==> src/rtl/scff_bist_ctrl.sv <==
// Scan-chain self-test controller: flushes the fabric chain, injects a single
// '1', measures its transit time to the tail and checks the tail goes quiet.
module scff_bist_ctrl #(
  parameter int unsigned MAX_CHAIN_LEN = 1024,
  parameter int unsigned CNT_W         = 12
) (
  input  logic             op_clk,
  input  logic             resetb,
  input  logic             start,
  input  logic [CNT_W-1:0] expected_len,
  input  logic             sc_tail,
  output logic             sc_head,
  output logic             test_en,
  output logic             busy,
  output logic             done,
  output logic             pass,
  output logic [CNT_W-1:0] measured_len,
  output logic             err_stuck,
  output logic             err_timeout,
  output logic             err_multi
);

  localparam logic [2:0] StIdle   = 3'd0;
  localparam logic [2:0] StFlush  = 3'd1;
  localparam logic [2:0] StInject = 3'd2;
  localparam logic [2:0] StCount  = 3'd3;
  localparam logic [2:0] StTrail  = 3'd4;

  localparam logic [CNT_W-1:0] FlushLast = CNT_W'(MAX_CHAIN_LEN);
  localparam logic [CNT_W-1:0] CountLast = CNT_W'(2 * MAX_CHAIN_LEN - 1);

  logic [2:0]       state_q, state_d;
  logic [CNT_W-1:0] cnt_q, cnt_d;
  logic [CNT_W-1:0] exp_q, exp_d;
  logic [CNT_W-1:0] meas_q, meas_d;
  logic             pass_q, pass_d;
  logic             stuck_q, stuck_d;
  logic             tmo_q, tmo_d;
  logic             multi_q, multi_d;
  logic             done_q, done_d;
  logic             head_q, head_d;
  logic             ten_q, ten_d;
  logic             busy_q, busy_d;
  logic             multi_now;

  always_comb begin
    state_d   = state_q;
    cnt_d     = cnt_q;
    exp_d     = exp_q;
    meas_d    = meas_q;
    pass_d    = pass_q;
    stuck_d   = stuck_q;
    tmo_d     = tmo_q;
    multi_d   = multi_q;
    done_d    = 1'b0;
    multi_now = multi_q | sc_tail;
    case (state_q)
      StIdle: begin
        if (start) begin
          exp_d   = expected_len;
          pass_d  = 1'b0;
          meas_d  = '0;
          stuck_d = 1'b0;
          tmo_d   = 1'b0;
          multi_d = 1'b0;
          cnt_d   = '0;
          state_d = StFlush;
        end
      end
      StFlush: begin
        if (cnt_q == FlushLast) begin
          if (sc_tail) begin
            stuck_d = 1'b1;
            done_d  = 1'b1;
            state_d = StIdle;
          end else begin
            cnt_d   = '0;
            state_d = StInject;
          end
        end else begin
          cnt_d = cnt_q + 1'b1;
        end
      end
      StInject: begin
        cnt_d   = '0;
        state_d = StCount;
      end
      StCount: begin
        // A pulse on the last allowed cycle wins over the timeout.
        if (sc_tail) begin
          meas_d  = cnt_q + 1'b1;
          cnt_d   = '0;
          state_d = StTrail;
        end else if (cnt_q == CountLast) begin
          tmo_d   = 1'b1;
          meas_d  = '0;
          done_d  = 1'b1;
          state_d = StIdle;
        end else begin
          cnt_d = cnt_q + 1'b1;
        end
      end
      StTrail: begin
        multi_d = multi_now;
        if (cnt_q == CNT_W'(1)) begin
          pass_d  = !multi_now && (meas_q == exp_q);
          done_d  = 1'b1;
          state_d = StIdle;
        end else begin
          cnt_d = cnt_q + 1'b1;
        end
      end
      default: state_d = StIdle;
    endcase
    head_d = (state_d == StInject);
    ten_d  = (state_d != StIdle);
    busy_d = (state_d != StIdle);
  end

  always_ff @(posedge op_clk) begin
    if (!resetb) begin
      state_q <= StIdle;
      cnt_q   <= '0;
      exp_q   <= '0;
      meas_q  <= '0;
      pass_q  <= 1'b0;
      stuck_q <= 1'b0;
      tmo_q   <= 1'b0;
      multi_q <= 1'b0;
      done_q  <= 1'b0;
      head_q  <= 1'b0;
      ten_q   <= 1'b0;
      busy_q  <= 1'b0;
    end else begin
      state_q <= state_d;
      cnt_q   <= cnt_d;
      exp_q   <= exp_d;
      meas_q  <= meas_d;
      pass_q  <= pass_d;
      stuck_q <= stuck_d;
      tmo_q   <= tmo_d;
      multi_q <= multi_d;
      done_q  <= done_d;
      head_q  <= head_d;
      ten_q   <= ten_d;
      busy_q  <= busy_d;
    end
  end

  assign sc_head      = head_q;
  assign test_en      = ten_q;
  assign busy         = busy_q;
  assign done         = done_q;
  assign pass         = pass_q;
  assign measured_len = meas_q;
  assign err_stuck    = stuck_q;
  assign err_timeout  = tmo_q;
  assign err_multi    = multi_q;

endmodule

==> config.mk <==
export PLATFORM = sky130hd
export DESIGN_NAME = scff_bist_ctrl
export DESIGN_NICKNAME = d
export VERILOG_FILES = /design/src/rtl/scff_bist_ctrl.sv
export SDC_FILE = /design/constraint.sdc
export NUM_CORES = 1
export LEC_CHECK = 0
export ABC_AREA = 1
export CAP_MARGIN = 25
export CORE_UTILIZATION = 52
export CTS_BUF_LIST = sky130_fd_sc_hd__clkbuf_2
export CTS_CLUSTER_DIAMETER = 60
export DETAILED_ROUTE_END_ITERATION = 12
export GPL_ROUTABILITY_DRIVEN = 0
export GPL_TIMING_DRIVEN = 1
export PLACE_DENSITY = 0.76
export SETUP_SLACK_MARGIN = 0.15
export SLEW_MARGIN = 15
export SYNTH_ARGS = -nofsm -noshare
export SYNTH_HDL_FRONTEND = slang
export SYNTH_SLANG_ARGS = --single-unit
==> constraint.sdc <==
create_clock -name op_clk -period 2.65 [get_ports op_clk]
set_input_delay 0.265 -clock op_clk [delete_from_list [all_inputs] [get_ports op_clk]]
set_output_delay 0.265 -clock op_clk [all_outputs]
set_load 0.01 [all_outputs]
==> results_tabular.tex, run 1 <==
\begin{tabular}{lr}
\hline
Metric & Value \\
\hline
\multicolumn{2}{l}{\textbf{Drt}} \\
\quad Remaining DRCs & 0 \\
\quad Antenna Violating Nets Remaining & 0 \\
\quad Per-cell via count in the routed design & 5.02 \\
\quad 1st-pass router iterations & 4 \\
\quad Wire length per cell after detailed routing & 11.9 um \\
\quad Total via count in the routed design & 2,245 \\
\quad 1st-iter DRT viols & between 150 and 200 \\
\quad Total wirelength of the detailed-routed design & 5.34 mm \\
\multicolumn{2}{l}{\textbf{Timing}} \\
\quad Hold Fails Final Rpt & 0 \\
\quad Final-layout setup total negative slack & 0 ns \\
\quad Highest attainable clock frequency & 548 MHz \\
\quad Fraction of the cycle the final worst path needs & 0.688 \\
\quad Total count of max-transition violations in the final report & 0 \\
\quad Final Setup Violations & 0 \\
\quad Transition time at the pin with the least slew margin & between 0.6 and 0.7 ns \\
\quad Final critical-path required period & around 1.8 ns \\
\quad RSZ-0062 raised after global routing & false \\
\quad Maximum clock skew at final layout & 0.0287 ns \\
\quad Headroom to the max-slew limit & 0.533 \\
\multicolumn{2}{l}{\textbf{Synth}} \\
\quad Number of distinct library cells after synthesis & 36 \\
\quad Sequential cell area fraction in the yosys report & 0.380 \\
\quad Syn\_area\_per\_cell & around 6.7 um2 \\
\quad Register bit count reported by yosys & 46 \\
\quad Number of instances in the synthesized netlist & 362 \\
\quad Number of nets produced by synthesis & 381 \\
\quad Post-synth design cell area & 2420 um2 \\
\quad Count of warnings emitted by yosys & 0 \\
\multicolumn{2}{l}{\textbf{Clock tree}} \\
\quad Cells resized by post-CTS repair & 0 \\
\quad Clock sink total & 46 \\
\quad Maximum level of the CTS H-tree & 2 \\
\quad Post-CTS Setup Repair Bufs & 0 \\
\quad Clk Latency, worst-skew pair & 0.45 ns \\
\quad Clock buffers created by TritonCTS & 5 \\
\quad CTS tree & built \\
\quad Max clock buf depth & 2 \\
\quad Clock tree root driver cell & sky130\_fd\_sc\_hd\_\_clkbuf\_2 \\
\quad Hold\_buf cts & 0 \\
\quad Clock-pin slew of the registers on the worst-case setup and hold paths & 0.26 ns \\
\multicolumn{2}{l}{\textbf{Setup path}} \\
\quad CP Data Arrival Time & 2.20 ns \\
\quad Start-to-end type of the worst setup path & reg2reg \\
\quad Worst setup endpoint & measured\_len[4] \\
\quad FF-to-FF path depth & 10 \\
\quad Data required time of the worst path & 3.03 ns \\
\quad Critical path endpoint category & flip-flop \\
\quad Reg2Reg Capture Point & measured\_len[4] \\
\quad Reg2reg start & cnt\_q[0] \\
\quad Crit path max fanout & 12 \\
\quad Kind of start point of the critical path & flip-flop \\
\quad Crit path from & cnt\_q[0] \\
\quad Flop2flop setup slack & 0.83 ns \\
\multicolumn{2}{l}{\textbf{Die}} \\
\quad \# rows & 24 \\
\quad CORE AREA & 4410 um2 \\
\quad Io pins & 36 \\
\quad Initial cell density of the core & 0.549 \\
\quad Vertical extent of the die & 70.3 um \\
\quad Area enclosed by the die boundary & 4940 um2 \\
\quad Die outline width & approximately 70 um \\
\multicolumn{2}{l}{\textbf{Power and ir drop}} \\
\quad Switching part of the total & 0.319 \\
\quad Logic gate share of total power & 0.184 \\
\quad Power density relative to cell area & 461 nW/um2 \\
\quad Internal power & 0.000888 W \\
\quad Leakage power figure & 1.20 nW \\
\quad Net load switching power & 0.000416 W \\
\quad Clk pwr share & 0.236 \\
\quad Worst supply voltage drop on vdd & 0.279 mV \\
\quad Sequential share of power & 0.580 \\
\multicolumn{2}{l}{\textbf{Cells and area}} \\
\quad Area Overhead vs Synth & 16.6\% \\
\quad Share of the core filled with cells & 0.640 \\
\quad Layout cell share with drive strength beyond 1 & 0.0835 \\
\quad Fill cell instance count of the final layout & 429 \\
\quad Number of antenna diodes & 0 \\
\quad Layout net count & slightly above 400 \\
\multicolumn{2}{l}{\textbf{Status}} \\
\quad Run status & complete, no violations \\
\multicolumn{2}{l}{\textbf{GRT}} \\
\quad Initial antenna violation count & 0 \\
\quad Largest net degree at the start of global routing & 26 \\
\quad First-pass GRT wire length & 9.27 mm \\
\quad Overall track demand over capacity in global routing & 0.232 \\
\quad Leftover overflow at the end of global routing & 0 \\
\quad Via count of the first global-routing pass & between 2,000 and 2,500 \\
\multicolumn{2}{l}{\textbf{Min path}} \\
\quad Hold crit path type & in2reg \\
\quad Beginning of the worst hold path & expected\_len[5] \\
\multicolumn{2}{l}{\textbf{Job}} \\
\quad Maximum capacitance violations & 0 \\
\multicolumn{2}{l}{\textbf{Place}} \\
\quad Estimated wirelength of the detail-placed design & 3.91 mm \\
\quad IO buf count & 35 \\
\hline
\end{tabular}
[area by class of cell]
cell class | count | area, um2 | area share
multi-input cells | 258 | 1250 | 0.444
flip-flops and latches | 46 | 921 | 0.326
repair buffers | 37 | 365 | 0.129
inverters | 46 | 174 | 0.0615
well taps | 52 | 65.1 | 0.0230
clock buffers | 5 | 25.0 | 0.00885
clock inverters | 3 | 21.3 | 0.00753
[sequential cells by signal, summed over array words and instances (netlist names)]
name,count
err_stuck,1
state_q,3
err_timeout,1
err_multi,1
busy,1
cnt_q,12
sc_head,1
exp_q,12
done,1
pass,1
measured_len,12
[synth_stat cells (all sizes together)]
library cell	count	share of area
nor3	1	0.0021
ha	3	0.015
nor2	58	0.10
nand3	14	0.040
nand4	3	0.014
nand2	100	0.16
o21ai	21	0.043
a211oi	1	0.0031
xor2	6	0.022
nor3b	1	0.0031
o22ai	3	0.0077
and3	1	0.0026
clkbuf	4	0.0062
a21boi	2	0.0062
nand3b	1	0.0031
clkinv	2	0.0036
or2	5	0.013
dfxtp	46	0.38
buf	8	0.024
a21oi	38	0.080
inv	44	0.068
[logic make-up after synthesis]
family | Yosys count | synth area share
flip-flops | 46 | 0.380
adder cells (fa/ha/maj) | 3 | 0.0155
AND/OR/NAND/NOR | 184 | 0.340
XOR/XNOR | 6 | 0.0217
AO/OA/AOI/OAI | 65 | 0.140
buffers and inverters | 58 | 0.102
[worst min path at each step]
stage	end	slack, ns	depth (start not counted)
after CTS	exp_q[5]	0.32	3
after detailed placement	err_stuck	0.46	2
after global routing	exp_q[5]	0.33	3
final	exp_q[5]	0.32	3
after floorplan	exp_q[0]	0.40	2
after global placement	exp_q[0]	0.45	2
[placed cells by master, fill, tap and decap left out, drive strengths merged, types with 2 or more instances in the layout]
master,count
buf,2
clkbuf,5
clkinv,4
nor2,58
inv,44
xor2,6
or2,5
nand3,14
nand4,3
a21boi,2
a21oi,38
clkdlybuf4s50,35
o22ai,3
nand2,100
ha,3
dfxtp,46
o21ai,21
[power groups by stage]
stage,logic (W),clock network [W],registers [W]
final,0.000239,0.000308,0.000757
after global routing,0.000273,0.000344,0.000762
after CTS,0.000241,0.000316,0.000756
after detailed placement,0.000239,0,0.000769
after global placement,0.000235,0,0.000769
after floorplan,0.000179,0,0.000764
[critical path: stages (launching register included)]
cell and delay, ns:
sky130_fd_sc_hd__dfxtp_1 0.40, sky130_fd_sc_hd__ha_1 0.23, sky130_fd_sc_hd__nand2_2 0.11, sky130_fd_sc_hd__nor2_4 0.05, sky130_fd_sc_hd__nand2_4 0.08, sky130_fd_sc_hd__clkinv_2 0.07
sky130_fd_sc_hd__nand2_1 0.09, sky130_fd_sc_hd__inv_1 0.05, sky130_fd_sc_hd__a21oi_2 0.42, sky130_fd_sc_hd__nand2_1 0.09, sky130_fd_sc_hd__a21oi_1 0.15
[routing by layer]
| metal | routed length (um) | part of all wire | vias up | track usage |
|---|---|---|---|---|
| li1 | - | - | 1194 | - |
| met1 | 2640 | 0.49 | 988 | 0.322 |
| met2 | 2320 | 0.43 | 59 | 0.361 |
| met3 | 337 | 0.063 | 4 | 0.0519 |
| met4 | 48 | 0.0090 | 0 | 0.0600 |
| met5 | 0 | 0 | - | 0 |
[stage by stage]
step | std cells | power (W) | instance area, um2 | setup slack [ns] | hold slack, ns
6_report | 447 | 0.00130 | 2830 | 0.826 | 0.324
5_1_grt | 447 | 0.00138 | 2830 | 0.627 | 0.326
4_1_cts | 447 | 0.00131 | 2830 | 0.817 | 0.323
3_5_place_dp | 439 | 0.00101 | 2780 | 0.572 | 0.459
3_3_place_gp | 439 | 0.00100 | 2780 | 0.654 | 0.453
2_1_floorplan | 362 | 0.000943 | 2420 | 1.19 | 0.403
No activity file was read; power rests on OpenSTA's default activity.
==> inputs of run 2 (changes only) <==
==> constraint.sdc (replaced) <==
create_clock -name op_clk -period 1.7 [get_ports op_clk]
set_input_delay 0.17 -clock op_clk [delete_from_list [all_inputs] [get_ports op_clk]]
set_output_delay 0.17 -clock op_clk [all_outputs]
set_load 0.01 [all_outputs]
==> results_tabular.tex, run 2 (same netlist as run 1, synthesis figures left out) <==
\begin{tabular}{lr}
\hline
Metric & Value \\
\hline
\multicolumn{2}{l}{\textbf{Status}} \\
\quad Run status & complete, no violations \\
\multicolumn{2}{l}{\textbf{Die}} \\
\quad Vertical extent of the die & 70.3 um \\
\quad CORE AREA & 4410 um2 \\
\quad \# rows & 24 \\
\quad Die outline width & 70.3 um \\
\quad Area enclosed by the die boundary & about 5000 um2 \\
\quad Io pins & 36 \\
\quad Initial cell density of the core & 0.549 \\
\multicolumn{2}{l}{\textbf{Cells and area}} \\
\quad FF/Latch Area & between 900 and 1000 um2 \\
\quad Area Overhead vs Synth & 40.3\% \\
\quad Most frequent standard cell in the layout excluding fill and tap cells & sky130\_fd\_sc\_hd\_\_nand2\_1 \\
\quad Final non-filler cell area & 3400 um2 \\
\quad Share of the core filled with cells & 0.770 \\
\quad Layout cell share with drive strength beyond 1 & 0.285 \\
\quad Number of non-filler instances in the completed layout & 484 \\
\quad Number of antenna diodes & 0 \\
\quad Fill cell instance count of the final layout & 321 \\
\quad Multi-input gate area & 1460 um2 \\
\quad Layout net count & 450 \\
\quad Most frequent cells in the layout & sky130\_fd\_sc\_hd\_\_nand2\_1, sky130\_fd\_sc\_hd\_\_nor2\_1, sky130\_fd\_sc\_hd\_\_a21oi\_1 \\
\multicolumn{2}{l}{\textbf{GRT}} \\
\quad Overall track demand over capacity in global routing & 0.274 \\
\quad First-pass GRT wire length & approximately 11 mm \\
\quad Largest net degree at the start of global routing & 26 \\
\quad Initial antenna violation count & 0 \\
\quad Via count of the first global-routing pass & 2,312 \\
\quad Leftover overflow at the end of global routing & 0 \\
\multicolumn{2}{l}{\textbf{Timing}} \\
\quad Maximum clock skew at final layout & 0.0115 ns \\
\quad Final Setup Violations & 0 \\
\quad Hold Fails Final Rpt & 0 \\
\quad Transition time at the pin with the least slew margin & 0.598 ns \\
\quad Headroom to the max-slew limit & 0.601 \\
\quad RSZ-0062 raised after global routing & true \\
\quad Final critical-path required period & 1.57 ns \\
\quad Worst hold-check slack & 0.279 ns \\
\quad Total count of max-transition violations in the final report & 0 \\
\quad Worst path setup slack after routing & 0.131 ns \\
\quad Highest attainable clock frequency & 637 MHz \\
\quad Fraction of the cycle the final worst path needs & 0.923 \\
\multicolumn{2}{l}{\textbf{Setup path}} \\
\quad Crit path from & cnt\_q[1] \\
\quad CP Data Arrival Time & 1.93 ns \\
\quad Reg2reg start & cnt\_q[1] \\
\quad Start-to-end type of the worst setup path & reg2reg \\
\quad Reg2Reg Capture Point & cnt\_q[6] \\
\quad Data required time of the worst path & 2.06 ns \\
\quad Cell family with the largest share of critical-path delay & simple AND/OR/NAND/NOR gates \\
\quad Worst setup endpoint & cnt\_q[6] \\
\quad Number of buffers and inverters on the critical path & 1 \\
\quad Critical Path Slowest Stage Cell & sky130\_fd\_sc\_hd\_\_dfxtp\_4 \\
\quad Cells along the critical path & ha\_4, nand2\_4, nor2\_4, nand2\_4, inv\_4, nand3\_4, nand4\_4, nand2\_1, nand2\_1, nor2\_1 \\
\quad Total number of cells along the worst setup path & 10 \\
\quad Crit path max fanout & 7 \\
\quad FF-to-FF path depth & 10 \\
\quad Kind of start point of the critical path & flip-flop \\
\quad Flop2flop setup slack & 0.13 ns \\
\quad Worst path max stage delay & 0.43 ns \\
\quad Critical path endpoint category & flip-flop \\
\multicolumn{2}{l}{\textbf{Power and ir drop}} \\
\quad Switching part of the total & 0.309 \\
\quad Power density relative to cell area & 677 nW/um2 \\
\quad Net load switching power & between 0.0007 and 0.0008 W \\
\quad Internal power & 0.00159 W \\
\quad Worst supply voltage drop on vdd & 0.437 mV \\
\quad Clk pwr share & 0.271 \\
\quad Leakage power figure & roughly 1.7 nW \\
\quad Sequential share of power & 0.516 \\
\quad Logic gate share of total power & 0.213 \\
\multicolumn{2}{l}{\textbf{Place}} \\
\quad Post-placement worst setup slack & -0.0469 ns \\
\quad Post-DP Area & 2830 um2 \\
\quad Estimated wirelength of the detail-placed design & about 4.2 mm \\
\quad IO buf count & 35 \\
\quad Number of placed instances, taps included & around 450 \\
\multicolumn{2}{l}{\textbf{Min path}} \\
\quad Beginning of the worst hold path & expected\_len[5] \\
\quad Hold crit path type & in2reg \\
\multicolumn{2}{l}{\textbf{Job}} \\
\quad Maximum capacitance violations & 0 \\
\multicolumn{2}{l}{\textbf{Clock tree}} \\
\quad Max clock buf depth & 2 \\
\quad Clock sink total & 46 \\
\quad Maximum level of the CTS H-tree & 2 \\
\quad Clock buffers created by TritonCTS & 5 \\
\quad CTS tree & built \\
\quad Clock tree root driver cell & sky130\_fd\_sc\_hd\_\_clkbuf\_2 \\
\quad Clk Latency, worst-skew pair & 0.44 ns \\
\quad Clock-pin slew of the registers on the worst-case setup and hold paths & about 0.24 ns \\
\multicolumn{2}{l}{\textbf{Drt}} \\
\quad Wire length per cell after detailed routing & 15.0 um \\
\quad Remaining DRCs & 0 \\
\quad 1st-iter DRT viols & 179 \\
\quad 1st-pass router iterations & 5 \\
\quad Per-cell via count in the routed design & 5.40 \\
\quad Total wirelength of the detailed-routed design & 7.24 mm \\
\quad Antenna Violating Nets Remaining & 0 \\
\quad Total via count in the routed design & 2,616 \\
\hline
\end{tabular}
==> run 2: changes by cell type in the layout (fill, tap and decap cells not counted), sizes merged, moves of 2 or more <==
cell / before / now
buf: 2 / 35
clkdlybuf4s50: 35 / 23
dlymetal6s2s: 0 / 12
clkinv: 4 / 0
nand4: 3 / 6
clkinvlp: 1 / 3
==> run 2: cell type report <==
class,count,area share
multi-input combinational,262,0.430
clock buffer,6,0.00883
inverter,46,0.0545
tap,52,0.0191
timing repair buffer,70,0.191
clock inverter,2,0.0110
sequential,46,0.285
==> run 2: tightest hold or removal path: cells and delay by family <==
family / cells / cell delay, ns
AOI/OAI and AO/OA: 1 / 0.05
buffers and inverters: 1 / 0.41
and+or+nand+nor: 1 / 0.07
==> run 2: through the flow <==
step	TNS, ns	total power [W]
5_1_grt	0	0.00240
6_report	0	0.00230
3_3_place_gp	0	0.00159
3_5_place_dp	-0.430	0.00159
4_1_cts	0	0.00223
2_1_floorplan	0	0.00147
==> run 2: timing repair <==
item,4_1_cts,5_1_grt
buffers inserted,5,21
hold buffers,0,0
gates resized for setup,24,66
endpoints found under the setup margin,40,52
pin swaps,4,15
cloned,3,1
==> run 2: worst min path at each step <==
stage	cells after the start	to
6_report	3	exp_q[5]
5_1_grt	3	exp_q[5]
4_1_cts	3	exp_q[5]
3_5_place_dp	2	exp_q[0]
3_3_place_gp	2	exp_q[0]
2_1_floorplan	2	exp_q[0]
==> run 2: power groups by stage <==
stage                     Combinational [W]  Sequential (W)  Clock [W]
after CTS                          0.000426         0.00118   0.000621
after floorplan                    0.000279         0.00119          0
after global routing               0.000545         0.00119   0.000658
final                              0.000491         0.00119   0.000624
after global placement             0.000389         0.00120          0
after detailed placement           0.000393         0.00120          0
==> run 2: layer usage <==
| metal | GRT usage | vias up | routed length [um] |
|---|---|---|---|
| li1 | - | 1284 | - |
| met1 | 0.351 | 1198 | 2890 |
| met2 | 0.468 | 116 | 3680 |
| met3 | 0.0346 | 18 | 514 |
| met4 | 0.102 | 0 | 157 |
| met5 | 0 | - | 0 |
==> inputs of run 3 (changes only) <==
--- a/config.mk
+++ b/config.mk
@@ -6,6 +6,7 @@
 export NUM_CORES = 1
 export LEC_CHECK = 0
 export ABC_AREA = 1
+export ABC_CLOCK_PERIOD_IN_PS = 1700
 export CAP_MARGIN = 25
 export CORE_UTILIZATION = 52
 export CTS_BUF_LIST = sky130_fd_sc_hd__clkbuf_2
==> constraint.sdc (replaced) <==
create_clock -name op_clk -period 1.7 [get_ports op_clk]
set_input_delay 0.255 -clock op_clk [delete_from_list [all_inputs] [get_ports op_clk]]
set_output_delay 0.255 -clock op_clk [all_outputs]
set_load 0.01 [all_outputs]
==> results_tabular.tex, run 3 (same netlist as run 1, synthesis figures left out) <==
\begin{tabular}{lr}
\hline
Metric & Value \\
\hline
\multicolumn{2}{l}{\textbf{Cells and area}} \\
\quad Layout cell share with drive strength beyond 1 & 0.292 \\
\quad Layout net count & approximately 450 \\
\quad Number of non-filler instances in the completed layout & 480 \\
\quad Most frequent cells in the layout & sky130\_fd\_sc\_hd\_\_nand2\_1, sky130\_fd\_sc\_hd\_\_nor2\_1, sky130\_fd\_sc\_hd\_\_inv\_1 \\
\quad Area Overhead vs Synth & 36.8\% \\
\quad Most frequent standard cell in the layout excluding fill and tap cells & sky130\_fd\_sc\_hd\_\_nand2\_1 \\
\quad Multi-input gate area & roughly 1500 um2 \\
\quad Number of antenna diodes & 0 \\
\quad Fill cell instance count of the final layout & 339 \\
\quad FF/Latch Area & 971 um2 \\
\multicolumn{2}{l}{\textbf{Clock tree}} \\
\quad Clock tree root driver cell & sky130\_fd\_sc\_hd\_\_clkbuf\_2 \\
\quad Hold\_buf cts & 0 \\
\quad Maximum level of the CTS H-tree & 2 \\
\quad Clk Latency, worst-skew pair & 0.42 ns \\
\quad Max clock buf depth & 2 \\
\quad CTS tree & built \\
\quad Clock sink total & 46 \\
\quad Clock-pin slew of the registers on the worst-case setup and hold paths & 0.23 ns \\
\quad Clock buffers created by TritonCTS & 5 \\
\multicolumn{2}{l}{\textbf{GRT}} \\
\quad Initial antenna violation count & 0 \\
\quad Via count of the first global-routing pass & 2,328 \\
\quad First-pass GRT wire length & $\sim$11 mm \\
\quad Largest net degree at the start of global routing & 26 \\
\quad Leftover overflow at the end of global routing & 0 \\
\quad Overall track demand over capacity in global routing & 0.271 \\
\multicolumn{2}{l}{\textbf{Timing}} \\
\quad Hold Fails Final Rpt & 0 \\
\quad Final critical-path required period & 1.56 ns \\
\quad Final Setup Violations & 0 \\
\quad Highest attainable clock frequency & roughly 640 MHz \\
\quad Total count of max-transition violations in the final report & 0 \\
\quad Headroom to the max-slew limit & 0.550 \\
\quad Transition time at the pin with the least slew margin & about 0.67 ns \\
\quad Fraction of the cycle the final worst path needs & 0.920 \\
\quad Final-layout setup total negative slack & 0 ns \\
\quad RSZ-0062 raised after global routing & true \\
\quad Maximum clock skew at final layout & 0.0165 ns \\
\multicolumn{2}{l}{\textbf{Job}} \\
\quad Maximum capacitance violations & 0 \\
\multicolumn{2}{l}{\textbf{Setup path}} \\
\quad Flop2flop setup slack & roughly 0.14 ns \\
\quad Kind of start point of the critical path & flip-flop \\
\quad Reg2Reg Capture Point & cnt\_q[4] \\
\quad Reg2reg start & cnt\_q[0] \\
\quad Crit path max fanout & 7 \\
\quad Cells along the critical path & ha\_4, nand2\_4, nor2\_4, nand2\_4, inv\_4, nand3\_4, nand4\_4, nand2\_1, nand2\_1, nor2\_1 \\
\quad Cell family with the largest share of critical-path delay & simple AND/OR/NAND/NOR gates \\
\quad Number of buffers and inverters on the critical path & 1 \\
\quad Data required time of the worst path & about 2 ns \\
\quad Critical Path Slowest Stage Cell & sky130\_fd\_sc\_hd\_\_dfxtp\_4 \\
\quad Start-to-end type of the worst setup path & reg2reg \\
\quad CP Data Arrival Time & 1.90 ns \\
\quad FF-to-FF path depth & 10 \\
\quad Worst path max stage delay & 0.44 ns \\
\quad Critical path endpoint category & flip-flop \\
\multicolumn{2}{l}{\textbf{Drt}} \\
\quad Total wirelength of the detailed-routed design & 6.81 mm \\
\quad 1st-iter DRT viols & 165 \\
\quad Antenna Violating Nets Remaining & 0 \\
\quad Wire length per cell after detailed routing & roughly 14 um \\
\quad 1st-pass router iterations & 4 \\
\quad Remaining DRCs & 0 \\
\quad Per-cell via count in the routed design & 5.27 \\
\quad Total via count in the routed design & 2,528 \\
\multicolumn{2}{l}{\textbf{Min path}} \\
\quad Hold Path Sink & exp\_q[5] \\
\quad Number of cells traversed by the worst hold path & 3 \\
\quad Hold crit path type & in2reg \\
\quad Beginning of the worst hold path & expected\_len[5] \\
\multicolumn{2}{l}{\textbf{Die}} \\
\quad \# rows & 24 \\
\quad Io pins & 36 \\
\quad Initial cell density of the core & 0.549 \\
\quad CORE AREA & 4410 um2 \\
\quad Die outline width & 70.3 um \\
\quad Vertical extent of the die & around 70 um \\
\quad Area enclosed by the die boundary & 4940 um2 \\
\multicolumn{2}{l}{\textbf{Status}} \\
\quad Run status & complete, no violations \\
\multicolumn{2}{l}{\textbf{Place}} \\
\quad Number of placed instances, taps included & 448 \\
\quad Estimated wirelength of the detail-placed design & 4.06 mm \\
\quad IO buf count & 35 \\
\multicolumn{2}{l}{\textbf{Power and ir drop}} \\
\quad Power density relative to cell area & 688 nW/um2 \\
\quad Worst supply voltage drop on vdd & 0.389 mV \\
\quad Leakage power figure & 1.51 nW \\
\hline
\end{tabular}
[run 3: changes by cell type in the layout (fill, tap and decap cells not counted), moves of 4 or more]
| cell | before | now |
|---|---|---|
| sky130_fd_sc_hd__buf_4 | 33 | 29 |
| sky130_fd_sc_hd__clkdlybuf4s50_1 | 23 | 15 |
| sky130_fd_sc_hd__a21oi_2 | 0 | 4 |
| sky130_fd_sc_hd__a21oi_1 | 37 | 33 |
| sky130_fd_sc_hd__dlygate4sd2_1 | 0 | 20 |
| sky130_fd_sc_hd__dlymetal6s2s_1 | 12 | 0 |
[run 3: worst reg2reg max path, cell delays in order, from the launching register on]
cell and delay, ns:
sky130_fd_sc_hd__dfxtp_4 0.44, sky130_fd_sc_hd__ha_4 0.16, sky130_fd_sc_hd__nand2_4 0.06, sky130_fd_sc_hd__nor2_4 0.14, sky130_fd_sc_hd__nand2_4 0.08, sky130_fd_sc_hd__inv_4 0.07
sky130_fd_sc_hd__nand3_4 0.13, sky130_fd_sc_hd__nand4_4 0.20, sky130_fd_sc_hd__nand2_1 0.08, sky130_fd_sc_hd__nand2_1 0.06, sky130_fd_sc_hd__nor2_1 0.05
[run 3: area by class of cell]
| class | count | area share |
|---|---|---|
| multi-input cells | 262 | 0.442 |
| inverters | 46 | 0.0547 |
| clock inverters | 2 | 0.0113 |
| clock buffers | 6 | 0.00906 |
| repair buffers | 66 | 0.171 |
| flip-flops and latches | 46 | 0.293 |
| well taps | 52 | 0.0196 |
[run 3: worst max-delay path by stage]
stage / start / end / cells past startpoint
after floorplan: cnt_q[0] / measured_len[4] / 11
after global placement: sc_tail / cnt_q[11] / 6
after detailed placement: sc_tail / cnt_q[8] / 6
after CTS: cnt_q[1] / cnt_q[3] / 9
after global routing: cnt_q[4] / cnt_q[4] / 8
final: cnt_q[0] / cnt_q[4] / 10
[run 3: routing by layer]
layer  track usage  vias to the layer above  part of all wire
met3        0.0635                        8             0.064
met2         0.453                      101              0.50
met5             0                        -                 0
met1         0.335                     1147              0.42
met4         0.107                        0             0.011
li1              -                     1272                 -
[run 3: where the power goes]
part / internal (W) / switching (W) / total [W] / leakage, nW
Combinational: 0.000190 / 0.000283 / 0.000473 / 1.08
Clock: 0.000254 / 0.000358 / 0.000613 / 0.0392
Sequential: 0.00114 / 0.0000558 / 0.00119 / 0.391
[run 3: through the flow]
step                      utilization  total power [W]  instance area (um2)  worst slack, ns  hold WS [ns]
after CTS                       0.704          0.00222                 3110            0.132         0.368
after global routing            0.751          0.00239                 3310           0.0458         0.354
final                           0.751          0.00228                 3310            0.135         0.367
after floorplan                     -          0.00147                 2420            0.241         0.393
after global placement          0.645          0.00158                 2850          -0.0474         0.452
after detailed placement        0.645          0.00159                 2850          -0.0732         0.447
[run 3: what timing repair did]
item	4_1_cts	5_1_grt
endpoints found under the setup margin	47	30
pin swaps	4	18
resized for setup	45	58
setup buffers	14	6
endpoints found under the hold margin	0	0
cloned	4	0
